**src/rtl/reg_dump.sv**
```systemverilog
// Debug reader for reg_file: walks a register index range through a read port
// and streams each value out on a valid/ready interface tagged with index and last-flag.
module reg_dump #(
  parameter int M = 32,
  parameter int N = 8,
  localparam int addrSz = $clog2(M)
) (
  input  logic              clk,
  input  logic              n_reset,
  input  logic              start,
  input  logic [addrSz-1:0] first,
  input  logic [addrSz-1:0] last,
  output logic [addrSz-1:0] rf_addr,
  input  logic [N-1:0]      rf_data,
  output logic [N-1:0]      dump_data,
  output logic [addrSz-1:0] dump_addr,
  output logic              dump_valid,
  input  logic              dump_ready,
  output logic              dump_last,
  output logic              busy,
  output logic              done,
  output logic              err
);

  typedef enum logic [1:0] {IDLE, LOAD, SEND} state_t;

  localparam logic [addrSz:0] M_LIM = (addrSz + 1)'(M);

  state_t            state_reg;
  logic [addrSz-1:0] ptr_reg;
  logic [addrSz-1:0] end_idx_reg;
  logic              range_ok;
  logic              take_word;
  logic              final_hs;

  assign range_ok  = (first <= last) && ({1'b0, last} < M_LIM);
  assign final_hs  = (state_reg == SEND) && dump_valid && dump_ready && dump_last;
  // A new word is captured in LOAD and on every non-final handshake, so the
  // stream has no bubbles while the sink keeps accepting.
  assign take_word = (state_reg == LOAD) ||
                     ((state_reg == SEND) && dump_valid && dump_ready && !dump_last);

  assign rf_addr = (state_reg == IDLE) ? '0 : ptr_reg;
  assign busy    = (state_reg != IDLE);

  always_ff @(posedge clk) begin
    if (!n_reset) begin
      state_reg   <= IDLE;
      ptr_reg     <= '0;
      end_idx_reg <= '0;
      dump_data   <= '0;
      dump_addr   <= '0;
      dump_valid  <= 1'b0;
      dump_last   <= 1'b0;
      done        <= 1'b0;
      err         <= 1'b0;
    end else begin
      done <= 1'b0;
      err  <= 1'b0;

      if (take_word) begin
        dump_data  <= rf_data;
        dump_addr  <= ptr_reg;
        dump_last  <= (ptr_reg == end_idx_reg);
        dump_valid <= 1'b1;
        ptr_reg    <= ptr_reg + addrSz'(1);
      end

      case (state_reg)
        IDLE: begin
          if (start) begin
            if (range_ok) begin
              ptr_reg     <= first;
              end_idx_reg <= last;
              state_reg   <= LOAD;
            end else begin
              err <= 1'b1;
            end
          end
        end
        LOAD: state_reg <= SEND;
        SEND: begin
          if (final_hs) begin
            dump_valid <= 1'b0;
            dump_last  <= 1'b0;
            done       <= 1'b1;
            state_reg  <= IDLE;
          end
        end
        default: state_reg <= IDLE;
      endcase
    end
  end

endmodule

```
**config.mk**
```make
export PLATFORM = sky130hd
export DESIGN_NAME = reg_dump
export DESIGN_NICKNAME = d
export VERILOG_FILES = /design/src/rtl/reg_dump.sv
export SDC_FILE = /design/constraint.sdc
export NUM_CORES = 1
export LEC_CHECK = 0
export ABC_AREA = 1
export CAP_MARGIN = 0
export CORE_MARGIN = 1.5
export CORE_UTILIZATION = 46
export CTS_CLUSTER_SIZE = 10
export DETAILED_ROUTE_END_ITERATION = 7
export PLACE_DENSITY_LB_ADDON = 0.3
export SLEW_MARGIN = 20
export SYNTH_ARGS = -nofsm -noshare
export SYNTH_HDL_FRONTEND = slang
export SYNTH_SLANG_ARGS = --single-unit
```
**constraint.sdc**
```tcl
create_clock -name clk -period 1.62 [get_ports clk]
set_input_delay 0.324 -clock clk [delete_from_list [all_inputs] [get_ports clk]]
set_output_delay 0.324 -clock clk [all_outputs]
set_load 0.02 [all_outputs]
```
Yosys cells after proc, flatten, opt, wreduce, memory -nomap -nowiden
Cells that the tools add are included.
Widths: inputs -> output; s select.
{"block": "word_totals", "reg_bits": 29, "in_bits": 22, "output_inout_bits": 23, "elab_cells": 46}
{"block": "op_classes", "add_sub_neg": 1, "order_cmp": 1, "eq_ne": 6, "muxes": 17, "reduce_logical": 12}
{"operator": "$mux 5", "count": 5}
{"operator": "$reduce_and 3->1", "count": 3}
{"operator": "$mux 1", "count": 8}
{"operator": "$mux 2", "count": 3}
{"operator": "$ne 2x2->1 const B", "count": 3}
{"operator": "$pmux 2 s3", "count": 1}
{"operator": "$add 5x1->5 const B", "count": 1}
{"operator": "$eq 5x5->1", "count": 1}
{"operator": "$le 5x5->1", "count": 1}
{"operator": "$logic_and 1x1->1", "count": 4}
{"operator": "$eq 2x1->1 const B", "count": 1}
{"operator": "$eq 2x2->1 const B", "count": 1}
{"operator": "$logic_not 2->1", "count": 1}
{"operator": "$reduce_and 2->1", "count": 1}
{"operator": "$reduce_bool 2->1", "count": 1}
{"operator": "$logic_not 1->1", "count": 1}
{"operator": "$logic_or 1x1->1", "count": 1}

Depth between registers and ports, before layout
Gate-level depths: netlist (run 1).
{"block": "depth", "depth_word": 9, "depth_mapped": 11, "ltp_nobuf": 10}

Worst setup path after synthesis (run 1)
No wires, ideal clock.
{"block": "synth_timing", "kind": "input -> register", "startpoint": "in last[4]", "endpoint": "reg ptr_reg[4]", "setup_time_ns": 0.113, "t_arrival_ns": 1.301, "required_time_ns": 1.507, "setup_slack_ns": 0.205, "cell_stages": 10, "n_path_buf": 1, "cell_sequence": "inv_1 > ha_1 > nand2_1 > nor2_1 > nand2_1 > nand2_1 > buf_2 > nand2_1 > nand3_1 > nand2_1"}
{"block": "synth_between", "elab_chain_cells": 4}
{"item": "from (decl)", "line": "12", "source": "input logic [addrSz-1:0] last,"}
{"item": "$le 5x5->1", "line": "36", "source": "assign range_ok = (first <= last) && ({1'b0, last} < M_LIM);"}
{"item": "$mux 5", "line": "72", "source": "if (range_ok) begin"}
{"item": "$mux 5", "line": "71", "source": "if (start) begin"}
{"item": "$mux 5", "line": "69", "source": "case (state_reg)"}
{"item": "to (signal assigned)", "line": "66", "source": "ptr_reg <= ptr_reg + addrSz'(1);"}
{"item": "to (signal assigned)", "line": "73", "source": "ptr_reg <= first;"}
{"item": "to (decl)", "line": "30", "source": "logic [addrSz-1:0] ptr_reg;"}
No other way between the ends.
A chain may end at the register's enable or synchronous reset.

Worst setup path after layout (run 1)
{"block": "layout_timing", "startpoint": "in first[2]", "endpoint": "reg end_idx_reg[4]"}
{"block": "layout_between", "elab_chain_cells": 2}
{"item": "from (decl)", "line": "11", "source": "input logic [addrSz-1:0] first,"}
{"item": "$le 5x5->1", "line": "36"}
{"item": "$reduce_and 3->1 (no source line)"}
{"item": "to (signal assigned)", "line": "74", "source": "end_idx_reg <= last;"}
{"item": "to (decl)", "line": "31", "source": "logic [addrSz-1:0] end_idx_reg;"}
No other way between the ends.

==> results by group, run 1 <==
Synth
  – Number of synthesized register bits: 29
  – Synth warn: 0
  – Post-Syn Area per Cell: 7.16 um2
  – Sequential share of the synthesized area: 0.397
  – Largest area contributor in the netlist: dfxtp_1
  – Post-synthesis cell count: 204
  – Cell Area, Synth: 1460 um2
  – Unique cell type count in the Yosys netlist: 23
  – Post-Syn Nets: 232
  – Synth area leaders: dfxtp_1, nand2_1, nor2_1, a21oi_1, ha_1
  – Synth top area share: 0.397

Global routing
  – Vias in the first global route: 1330
  – Gr ovfl total: 0
  – All-Layer GR Usage: 0.211
  – Antenna violations before repair: 0
  – Largest net degree at the start of global routing: 17
  – First-pass GRT wire length: 5590 um

Timing
  – Measured slew at the worst slew-check pin: 0.243 ns
  – Worst slew margin: 0.838
  – Hold Vio Cnt, Final: 0
  – FMAX: 636 MHz
  – Fin Setup TNS: 0 ns
  – Clock skew: 0.00669 ns
  – Final setup fails: 0
  – Tcrit/Tclk final: 0.971
  – Fin. max-slew vios: 0
  – Final Critical Period: 1.57 ns
  – Final setup margin: 0.0473 ns

Critical path
  – Crit-path max FO: 7
  – Worst R2R Setup Slack: 0.27 ns
  – Worst path required time: 1.85 ns
  – Critical path, cell by cell: clkdlybuf4s50_1, ha_4, nand2_2, nor2_2, nand2_1, nand3_1, nand2_2, buf_6, a21oi_2, nor2_1
  – Most frequent CP cell: nand2_2
  – Critical Path Sink Type: register
  – Type of origin of the critical path: input pin
  – Worst EP arrival: 1.80 ns
  – Max stage delay cell, worst path: clkdlybuf4s50_1
  – Crit-path max cell delay: 0.47 ns
  – Setup Crit Path Kind: in -> reg

Cells and area
  – Area growth syn-to-layout: 56.5%
  – Top reg by flops: dump_data
  – Max FFs per register: 8
  – Post-route cell area: 2290 um2
  – Final nets: 298
  – Layout cell share with drive strength beyond 1: 0.229
  – # diodes: 0
  – Final Non-Filler Cells: 315

CTS
  – CTS tree: built
  – CTS Buf Count: 5
  – Clk_lat worst skew: 0.33 ns
  – CTS Root Cell: clkbuf_4
  – H-tree Lvls: 2
  – Worst-path clk slew: 0.09 ns
  – Sink Count: 29
  – Hold Buf Count CTS: 0
  – Maximum clock insertion buffer count: 2

Die
  – Rows: 20
  – Initial core utilization: 0.483
  – Core area: 3030 um2
  – Die height: 59.4 um
  – Die Width: 59.4 um
  – Total die area: 3520 um2
  – Io pins: 45

Placement
  – Input/output buffers: 44
  – HPWL after detailed placement: 2400 um
  – Setup WS pre-CTS: -0.390 ns
  – GP Congestion: 0.873
  – Post-DP Area: 2100 um2
  – Placed cell count: 306

Power and ir drop
  – Worst vdd ir: 0.536 mV
  – Leak: 1.27 nW
  – Tot Pwr: 1.83 mW
  – PwrDens: 798 nW/um2

Flow run
  – Max-cap violations: 0

Detailed routing
  – First-pass iteration count of the detailed router: 4
  – Vias: 1460
  – Via density: 4.63
  – Detail Route Antenna Nets: 0
  – Final wirelength: 3450 um
  – Wire per inst: 11.0 um
  – Iteration-0 DRC Markers: 47
  – DRC: 0

Min path
  – Worst min-delay path category: in -> reg

Outcome
  – Status: completed
-- timing repair --
item / 4_1_cts / 5_1_grt
setup endpoints to repair: 16 / 29
resized for setup: 12 / 51
cloned: 0 / 1
buffers inserted: 0 / 0
endpoints found under the hold margin: 0 / 0
pin swaps: 1 / 6
-- kinds of logic (layout without fill, tap and decap cells) --
logic type | Yosys count | count (layout) | synth area share
buffers and inverters | 30 | 97 | 0.0916
flip-flops | 29 | 29 | 0.397
AND/OR/NAND/NOR | 106 | 106 | 0.331
adder cells (fa/ha/maj) | 6 | 6 | 0.0514
AO/OA/AOI/OAI | 27 | 27 | 0.0925
XOR/XNOR | 6 | 6 | 0.0360
-- critical path, delay by kind of cell --
kind | cells | cell delay (ns)
buffers and inverters | 2 | 0.62
and+or+nand+nor | 6 | 0.42
adders and majority gates | 1 | 0.29
AOI/OAI and AO/OA | 1 | 0.14
-- cell usage after synthesis --
| library cell | count |
|---|---|
| a21oi_1 | 16 |
| buf_2 | 2 |
| buf_4 | 1 |
| buf_6 | 2 |
| clkbuf_1 | 3 |
| dfxtp_1 | 29 |
| ha_1 | 6 |
| inv_1 | 19 |
| inv_2 | 3 |
| nand2_1 | 40 |
| nand2_4 | 1 |
| nand3_1 | 14 |
| nand3_2 | 1 |
| nand3b_1 | 5 |
| nand4_1 | 3 |
| nor2_1 | 38 |
| nor2_2 | 1 |
| nor2_4 | 1 |
| nor2_8 | 1 |
| nor4_1 | 1 |
| o21ai_1 | 11 |
| xnor2_1 | 1 |
| xor2_1 | 5 |
-- where the power goes --
group	switching (mW)	internal, mW
Sequential	0.0381	0.775
Combinational	0.312	0.286
Clock	0.250	0.165
-- placed cells by master (no fill, tap or decap), drive strengths merged --
cell type	instances
clkbuf	9
clkdlybuf4s50	17
nor4	1
o21ai	11
nand4	3
dfxtp	29
xor2	5
nand3b	5
clkdlybuf4s15	3
nand2	41
nand3	15
inv	22
ha	6
buf	23
nor2	41
dlymetal6s2s	17
a21oi	16
dlygate4sd2	4
clkinv	2
xnor2	1
-- layer usage --
layer  vias to the layer above  global-route usage  share of wire
met5                         -                   0              0
met4                         0               0.107          0.020
met3                         4              0.0524          0.034
met2                        29               0.333           0.49
met1                       646               0.266           0.45
li1                        781                   -              -
-- area by class of cell --
type / count / area, um2
sequential: 29 / 581
inverter: 22 / 82.6
multi-input combinational: 145 / 846
clock buffer: 6 / 41.3
tap: 44 / 55.1
fill: 236 / 741
clock inverter: 2 / 10.0
timing repair buffer: 67 / 672
-- final timing paths --
path                             startpoint  cells past startpoint                           to
setup / recovery                   first[2]                     10  end_idx_reg[4]$_SDFFE_PN0P_
hold reg to reg   dump_addr[0]$_SDFFE_PN0N_                      2    dump_addr[0]$_SDFFE_PN0N_
setup reg to reg  state_reg[0]$_SDFFE_PN0P_                      8        ptr_reg[2]$_SDFF_PN0_
hold / removal                     first[4]                      4        ptr_reg[4]$_SDFF_PN0_
-- stage by stage --
stage	hold WS, ns	utilization
2_1_floorplan	0.459	-
3_3_place_gp	0.450	0.692
3_5_place_dp	0.452	0.692
4_1_cts	0.466	0.708
5_1_grt	0.455	0.755
6_report	0.452	0.755
No activity file was read; power rests on OpenSTA's default activity.
==> run 2, diff against run 1 <==
--- a/config.mk
+++ b/config.mk
@@ -7,8 +7,9 @@
 export LEC_CHECK = 0
 export ABC_AREA = 1
 export CAP_MARGIN = 0
+export CORE_ASPECT_RATIO = 1.75
 export CORE_MARGIN = 1.5
-export CORE_UTILIZATION = 46
+export CORE_UTILIZATION = 40
 export CTS_CLUSTER_SIZE = 10
 export DETAILED_ROUTE_END_ITERATION = 7
 export PLACE_DENSITY_LB_ADDON = 0.3
==> results by group, run 2 (synthesis gave the netlist of run 1 again) <==
Global routing
  – Largest net degree at the start of global routing: 15 (was 17)
  – Vias in the first global route: 1367 (was 1330)
  – First-pass GRT wire length: 5740 um (was 5590 um)
  – Antenna violations before repair: 0 (unchanged)
  – Gr ovfl total: 0 (unchanged)
  – All-Layer GR Usage: 0.183 (was 0.211)

Detailed routing
  – Final wirelength: 3610 um (was 3450 um)
  – First-pass iteration count of the detailed router: 4 (unchanged)
  – Vias: 1508 (was 1460)
  – Via density: 4.73 (was 4.63)
  – Detail Route Antenna Nets: 0 (unchanged)
  – Wire per inst: 11.3 um (was 11.0 um)
  – Iteration-0 DRC Markers: 21 (was 47)
  – DRC: 0 (unchanged)

Power and ir drop
  – Design internal power: 1.46 mW (was 1.23 mW)
  – Share of total power in sequential cells: 0.393 (was 0.445)
  – Tot Pwr: 2.07 mW (was 1.83 mW)
  – Net Sw Frac: 0.298 (was 0.328)
  – Worst vdd ir: 0.717 mV (was 0.536 mV)
  – PwrDens: 891 nW/um2 (was 798 nW/um2)
  – Leak: 1.14 nW (was 1.27 nW)
  – Clock power frac: 0.312 (was 0.227)
  – NetSw: 0.617 mW (was 0.600 mW)
  – Comb pwr share: 0.295 (was 0.328)

Min path
  – Worst min-delay path category: in -> reg (unchanged)
  – Hold path cells: 3 (was 4)

CTS
  – Worst-path clk slew: 0.06 ns (was 0.09 ns)
  – Hold Buf Count CTS: 0 (unchanged)
  – H-tree Lvls: 2 (unchanged)
  – Sink Count: 29 (unchanged)
  – CTS Root Cell: clkbuf_8 (was clkbuf_4)
  – Clk_lat worst skew: 0.28 ns (was 0.33 ns)
  – CTS Buf Count: 5 (unchanged)
  – Maximum clock insertion buffer count: 2 (unchanged)
  – CTS tree: built (unchanged)

Timing
  – Hold Vio Cnt, Final: 0 (unchanged)
  – Final setup fails: 0 (unchanged)
  – Measured slew at the worst slew-check pin: 0.242 ns (was 0.243 ns)
  – Final setup margin: 0.0441 ns (was 0.0473 ns)
  – Clock skew: 0.00785 ns (was 0.00669 ns)
  – Fin Setup TNS: 0 ns (unchanged)
  – RSZ-0062 raised after global routing: no
  – Fin. max-slew vios: 0 (unchanged)
  – Minimum hold slack: 0.403 ns (was 0.452 ns)
  – Worst slew margin: 0.838 (about the same)
  – FMAX: 635 MHz (was 636 MHz)
  – Tcrit/Tclk final: 0.973 (was 0.971)
  – Final Critical Period: 1.58 ns (was 1.57 ns)

Cells and area
  – Final nets: 301 (was 298)
  – Layout cell share with drive strength beyond 1: 0.237 (was 0.229)
  – Commonest non-fill, non-tap cells in the layout: nor2_1, nand2_1, dfxtp_1, clkdlybuf4s50_1, buf_4 (was nor2_1, nand2_1, dfxtp_1)
  – Top reg by flops: dump_data (unchanged)
  – Final core utilization: 0.678 (was 0.755)
  – # diodes: 0 (unchanged)
  – Area growth syn-to-layout: 59.2% (was 56.5%)
  – FF/Latch Area: 581 um2 (unchanged)
  – Post-route cell area: 2330 um2 (was 2290 um2)
  – Commonest non-fill, non-tap cell in the layout: nor2_1 (unchanged)
  – Fillers: 301 (was 236)
  – Area of the multi-input gates: 842 um2 (was 846 um2)
  – Max FFs per register: 8 (unchanged)
  – Final Non-Filler Cells: 319 (was 315)

Die
  – Core area: 3430 um2 (was 3030 um2)
  – Io pins: 45 (unchanged)
  – Rows: 28 (was 20)
  – Die Width: 48.7 um (was 59.4 um)
  – Total die area: 4040 um2 (was 3520 um2)
  – Die height: 83.0 um (was 59.4 um)
  – Initial core utilization: 0.426 (was 0.483)

Critical path
  – Max stage delay cell, worst path: clkdlybuf4s50_1 (unchanged)
  – Crit-path max cell delay: 0.62 ns (was 0.47 ns)
  – Critical Path Sink Type: output pin (was register)
  – Worst EP arrival: 1.25 ns (was 1.80 ns)
  – Worst R2R Setup Slack: 0.29 ns (was 0.27 ns)
  – Delay-heaviest family, CP: buffers and inverters (unchanged)
  – Setup Crit Path Kind: reg -> out (was in -> reg)
  – Crit-path max FO: 2 (was 7)
  – Bufs and invs on worst path: 1 (was 2)
  – Type of origin of the critical path: register (was input pin)
  – Worst path required time: 1.30 ns (was 1.85 ns)
  – Levels on crit path: 1 (was 10)
  – Critical path, cell by cell: clkdlybuf4s50_1 (was clkdlybuf4s50_1, ha_4, nand2_2, nor2_2, nand2_1, nand3_1, nand2_2, buf_6, a21oi_2, nor2_1)
  – Reg2reg path depth: 9 (was 8)

Placement
  – GP Congestion: 0.776 (was 0.873)
  – Setup WS pre-CTS: -0.349 ns (was -0.390 ns)
  – Placed cell count: 310 (was 306)
  – HPWL after detailed placement: 2670 um (was 2400 um)
  – Input/output buffers: 44 (unchanged)
  – Post-DP Area: 2110 um2 (was 2100 um2)

Flow run
  – Max-cap violations: 0 (unchanged)

Outcome
  – Status: completed (unchanged)
-- run 2: changes by cell type in the layout (fill, tap and decap cells not counted), moves of 4 or more --
cell,previous run,this run
clkdlybuf4s50_1,17,29
dlymetal6s2s_1,17,8
clkbuf_4,5,0
buf_4,18,22
clkbuf_8,0,7
-- run 2: path summary, 6_finish.rpt --
| kind | start | to |
|---|---|---|
| worst min-delay path | first[4] | ptr_reg[4]$_SDFF_PN0_ |
| worst max register to register | state_reg[0]$_SDFFE_PN0P_ | end_idx_reg[4]$_SDFFE_PN0P_ |
| worst max-delay path | dump_data[3]$_SDFFE_PN0N_ | dump_data[3] |
| worst min register to register | dump_addr[0]$_SDFFE_PN0N_ | dump_addr[0]$_SDFFE_PN0N_ |
-- run 2: power by group through the flow --
stage,Combinational [mW],Sequential [mW],Clock [mW]
5_1_grt,0.673,0.822,0.688
4_1_cts,0.591,0.815,0.664
3_5_place_dp,0.560,0.828,0
3_3_place_gp,0.552,0.826,0
6_report,0.612,0.815,0.647
2_1_floorplan,0.270,0.866,0
-- run 2: cell type report --
class,instances,area share
multi-input combinational,145,0.362
timing repair buffer,70,0.285
inverter,22,0.0355
tap,45,0.0242
clock buffer,7,0.0414
sequential,29,0.249
clock inverter,1,0.00215
-- run 2: repair_timing --
item                                    CTS  global route
endpoints found under the setup margin   17            17
pin swaps                                 2             9
gates resized for setup                  23            26
setup buffers                             0             0
cloned                                    1             0
-- run 2: worst reg2reg max path, delay by kind of cell, from the launching register on --
family | cells | cell delay [ns]
AND/OR/NAND/NOR | 5 | 0.38
buffers and inverters | 4 | 0.53
flip-flops | 1 | 0.32
-- run 2: metal layers --
metal	vias to the layer above	GRT usage	routed length, um
met5	-	0	0
met4	0	0.106	134
met3	10	0.0486	124
met2	39	0.346	2070
met1	672	0.168	1290
li1	787	-	-
==> run 3, diff against run 2 <==
==> constraint.sdc (replaced) <==
create_clock -name clk -period 1.9 [get_ports clk]
set_input_delay 0.38 -clock clk [delete_from_list [all_inputs] [get_ports clk]]
set_output_delay 0.38 -clock clk [all_outputs]
set_load 0.02 [all_outputs]
==> results by group, run 3 (synthesis gave the netlist of run 1 again) <==
Outcome
  – Status: completed (unchanged)

Power and ir drop
  – PwrDens: 761 nW/um2 (was 891 nW/um2)
  – Worst vdd ir: 0.541 mV (was 0.717 mV)
  – Leak: 1.02 nW (was 1.14 nW)

Placement
  – Post-DP Area: 2020 um2 (was 2110 um2)
  – Input/output buffers: 44 (unchanged)
  – GP Congestion: 0.783 (was 0.776)
  – HPWL after detailed placement: 2600 um (was 2670 um)

Die
  – Core area: 3430 um2 (unchanged)
  – Die height: 83.0 um (unchanged)
  – Initial core utilization: 0.426 (unchanged)
  – Io pins: 45 (unchanged)
  – Rows: 28 (unchanged)
  – Total die area: 4040 um2 (unchanged)
  – Die Width: 48.7 um (unchanged)

Global routing
  – Antenna violations before repair: 0 (unchanged)
  – All-Layer GR Usage: 0.176 (was 0.183)
  – Largest net degree at the start of global routing: 20 (was 15)
  – First-pass GRT wire length: 5670 um (was 5740 um)
  – Vias in the first global route: 1385 (was 1367)
  – Gr ovfl total: 0 (unchanged)

Detailed routing
  – Iteration-0 DRC Markers: 19 (was 21)
  – First-pass iteration count of the detailed router: 3 (was 4)
  – Detail Route Antenna Nets: 0 (unchanged)
  – Final wirelength: 3280 um (was 3610 um)
  – Wire per inst: 10.7 um (was 11.3 um)
  – Via density: 4.73 (about the same)
  – Vias: 1448 (was 1508)
  – DRC: 0 (unchanged)

Critical path
  – Worst R2R Setup Slack: 0.51 ns (was 0.29 ns)
  – Max stage delay cell, worst path: clkdlybuf4s50_1 (unchanged)
  – Worst path required time: 1.52 ns (was 1.30 ns)
  – Worst EP arrival: 1.46 ns (was 1.25 ns)
  – Reg2reg path depth: 7 (was 9)
  – Setup Crit Path Kind: reg -> out (unchanged)
  – Crit-path max FO: 6 (was 2)
  – Crit-path max cell delay: 0.61 ns (was 0.62 ns)
  – Critical path, cell by cell: nor2_4, nor2_1, clkdlybuf4s50_1 (was clkdlybuf4s50_1)
  – R2R Path Start: state_reg[0]$_SDFFE_PN0P_ (unchanged)
  – Critical Path Sink Type: output pin (unchanged)
  – Type of origin of the critical path: register (unchanged)
  – R2r endpoint: ptr_reg[4]$_SDFF_PN0_ (was end_idx_reg[4]$_SDFFE_PN0P_)

CTS
  – CTS Root Cell: clkbuf_8 (unchanged)
  – Maximum clock insertion buffer count: 2 (unchanged)
  – Post-CTS setup repair buffer count: 0 (unchanged)
  – Sink Count: 29 (unchanged)
  – Worst-path clk slew: 0.06 ns (about the same)
  – H-tree Lvls: 2 (unchanged)
  – CTS Buf Count: 5 (unchanged)
  – Clk_lat worst skew: 0.27 ns (was 0.28 ns)
  – CTS tree: built (unchanged)

Cells and area
  – Max FFs per register: 8 (unchanged)
  – Commonest non-fill, non-tap cell in the layout: clkdlybuf4s50_1 (was nor2_1)
  – Commonest non-fill, non-tap cells in the layout: clkdlybuf4s50_1, nand2_1, nor2_1 (was nor2_1, nand2_1, dfxtp_1, clkdlybuf4s50_1, buf_4)
  – Top reg by flops: dump_data (unchanged)
  – Area growth syn-to-layout: 47.9% (was 59.2%)
  – # diodes: 0 (unchanged)
  – Layout cell share with drive strength beyond 1: 0.142 (was 0.237)
  – Post-route cell area: 2160 um2 (was 2330 um2)
  – Final nets: 289 (was 301)

Timing
  – RSZ-0062 raised after global routing: no (unchanged)
  – Clock skew: 0.00135 ns (was 0.00785 ns)
  – Fin Setup TNS: 0 ns (unchanged)
  – Measured slew at the worst slew-check pin: 0.282 ns (was 0.242 ns)
  – Hold Vio Cnt, Final: 0 (unchanged)
  – Final setup fails: 0 (unchanged)
  – Fin. max-slew vios: 0 (unchanged)
  – Tcrit/Tclk final: 0.970
  – Final Critical Period: 1.84 ns
  – Worst slew margin: 0.812 (was 0.838)
  – FMAX: 543 MHz

Min path
  – Hold endpoint: dump_addr[3]$_SDFFE_PN0N_ (was ptr_reg[4]$_SDFF_PN0_)
  – Hold path cells: 2 (was 3)
  – Hold Startpoint: dump_addr[3]$_SDFFE_PN0N_ (was first[4])
  – Worst min-delay path category: reg -> reg (was in -> reg)

Flow run
  – Max-cap violations: 0 (unchanged)
[run 3: cell count changes in the layout (fill, tap and decap cells not counted), moves of 3 or more]
cell	previous run	this run
buf_4	22	13
inv_2	7	3
clkdlybuf4s50_1	29	41
clkbuf_2	3	0
inv_1	15	19
dlygate4sd2_1	3	0
dlymetal6s2s_1	8	3
[run 3: what timing repair did]
action / 4_1_cts / 5_1_grt
gates resized for setup: 2 / 11
endpoints found under the setup margin: 6 / 15
pin swaps: 0 / 0
hold buffers: 0 / 0
[run 3: how the worst max path moves through the flow]
| stage | startpoint | endpoint | slack, ns | depth (start not counted) |
|---|---|---|---|---|
| floorplan | last[4] | ptr_reg[4]$_SDFF_PN0_ | 0.43 | 10 |
| global placement | last[4] | ptr_reg[2]$_SDFF_PN0_ | -0.1 | 11 |
| detailed placement | last[4] | ptr_reg[4]$_SDFF_PN0_ | -0.14 | 12 |
| CTS | ptr_reg[3]$_SDFF_PN0_ | rf_addr[3] | 0.03 | 3 |
| global route | state_reg[0]$_SDFFE_PN0P_ | rf_addr[2] | 0.01 | 3 |
| finish | state_reg[0]$_SDFFE_PN0P_ | rf_addr[1] | 0.06 | 3 |
[run 3: cell type report]
| type | instances | area, um2 |
|---|---|---|
| clock buffers | 7 | 86.3 |
| fillers | 339 | 1270 |
| inverters | 22 | 82.6 |
| multi-input cells | 145 | 790 |
| flip-flops and latches | 29 | 582 |
| well taps | 45 | 56.3 |
| repair buffers | 58 | 566 |
[run 3: critical path, delay by kind of cell (launching register included)]
kind / cells / cell delay [ns]
flip-flops: 1 / 0.40
buffers and inverters: 1 / 0.61
AND/OR/NAND/NOR: 2 / 0.18
[run 3: stage by stage]
stage / hold WS (ns) / std cells / utilization / setup slack (ns) / total power [mW]
final: 0.460 / 306 / 0.630 / 0.0577 / 1.65
after floorplan: 0.471 / 204 / - / 0.429 / 0.969
after CTS: 0.461 / 306 / 0.617 / 0.0251 / 1.65
after detailed placement: 0.452 / 299 / 0.590 / -0.142 / 1.16
after global placement: 0.448 / 299 / 0.590 / -0.0998 / 1.15
after global routing: 0.490 / 306 / 0.630 / 0.0108 / 1.75
[run 3: metal layers]
metal / track usage / routed length (um) / up-vias
li1: - / - / 765
met1: 0.167 / 1250 / 640
met2: 0.330 / 1820 / 37
met3: 0.0522 / 127 / 6
met4: 0.0883 / 74 / 0
met5: 0 / 0 / -
[run 3: power by group]
group	total (mW)	switching (mW)	internal, mW
combinational	0.459	0.239	0.219
clock	0.488	0.202	0.286
sequential	0.700	0.0371	0.662
total	1.65	0.478	1.17
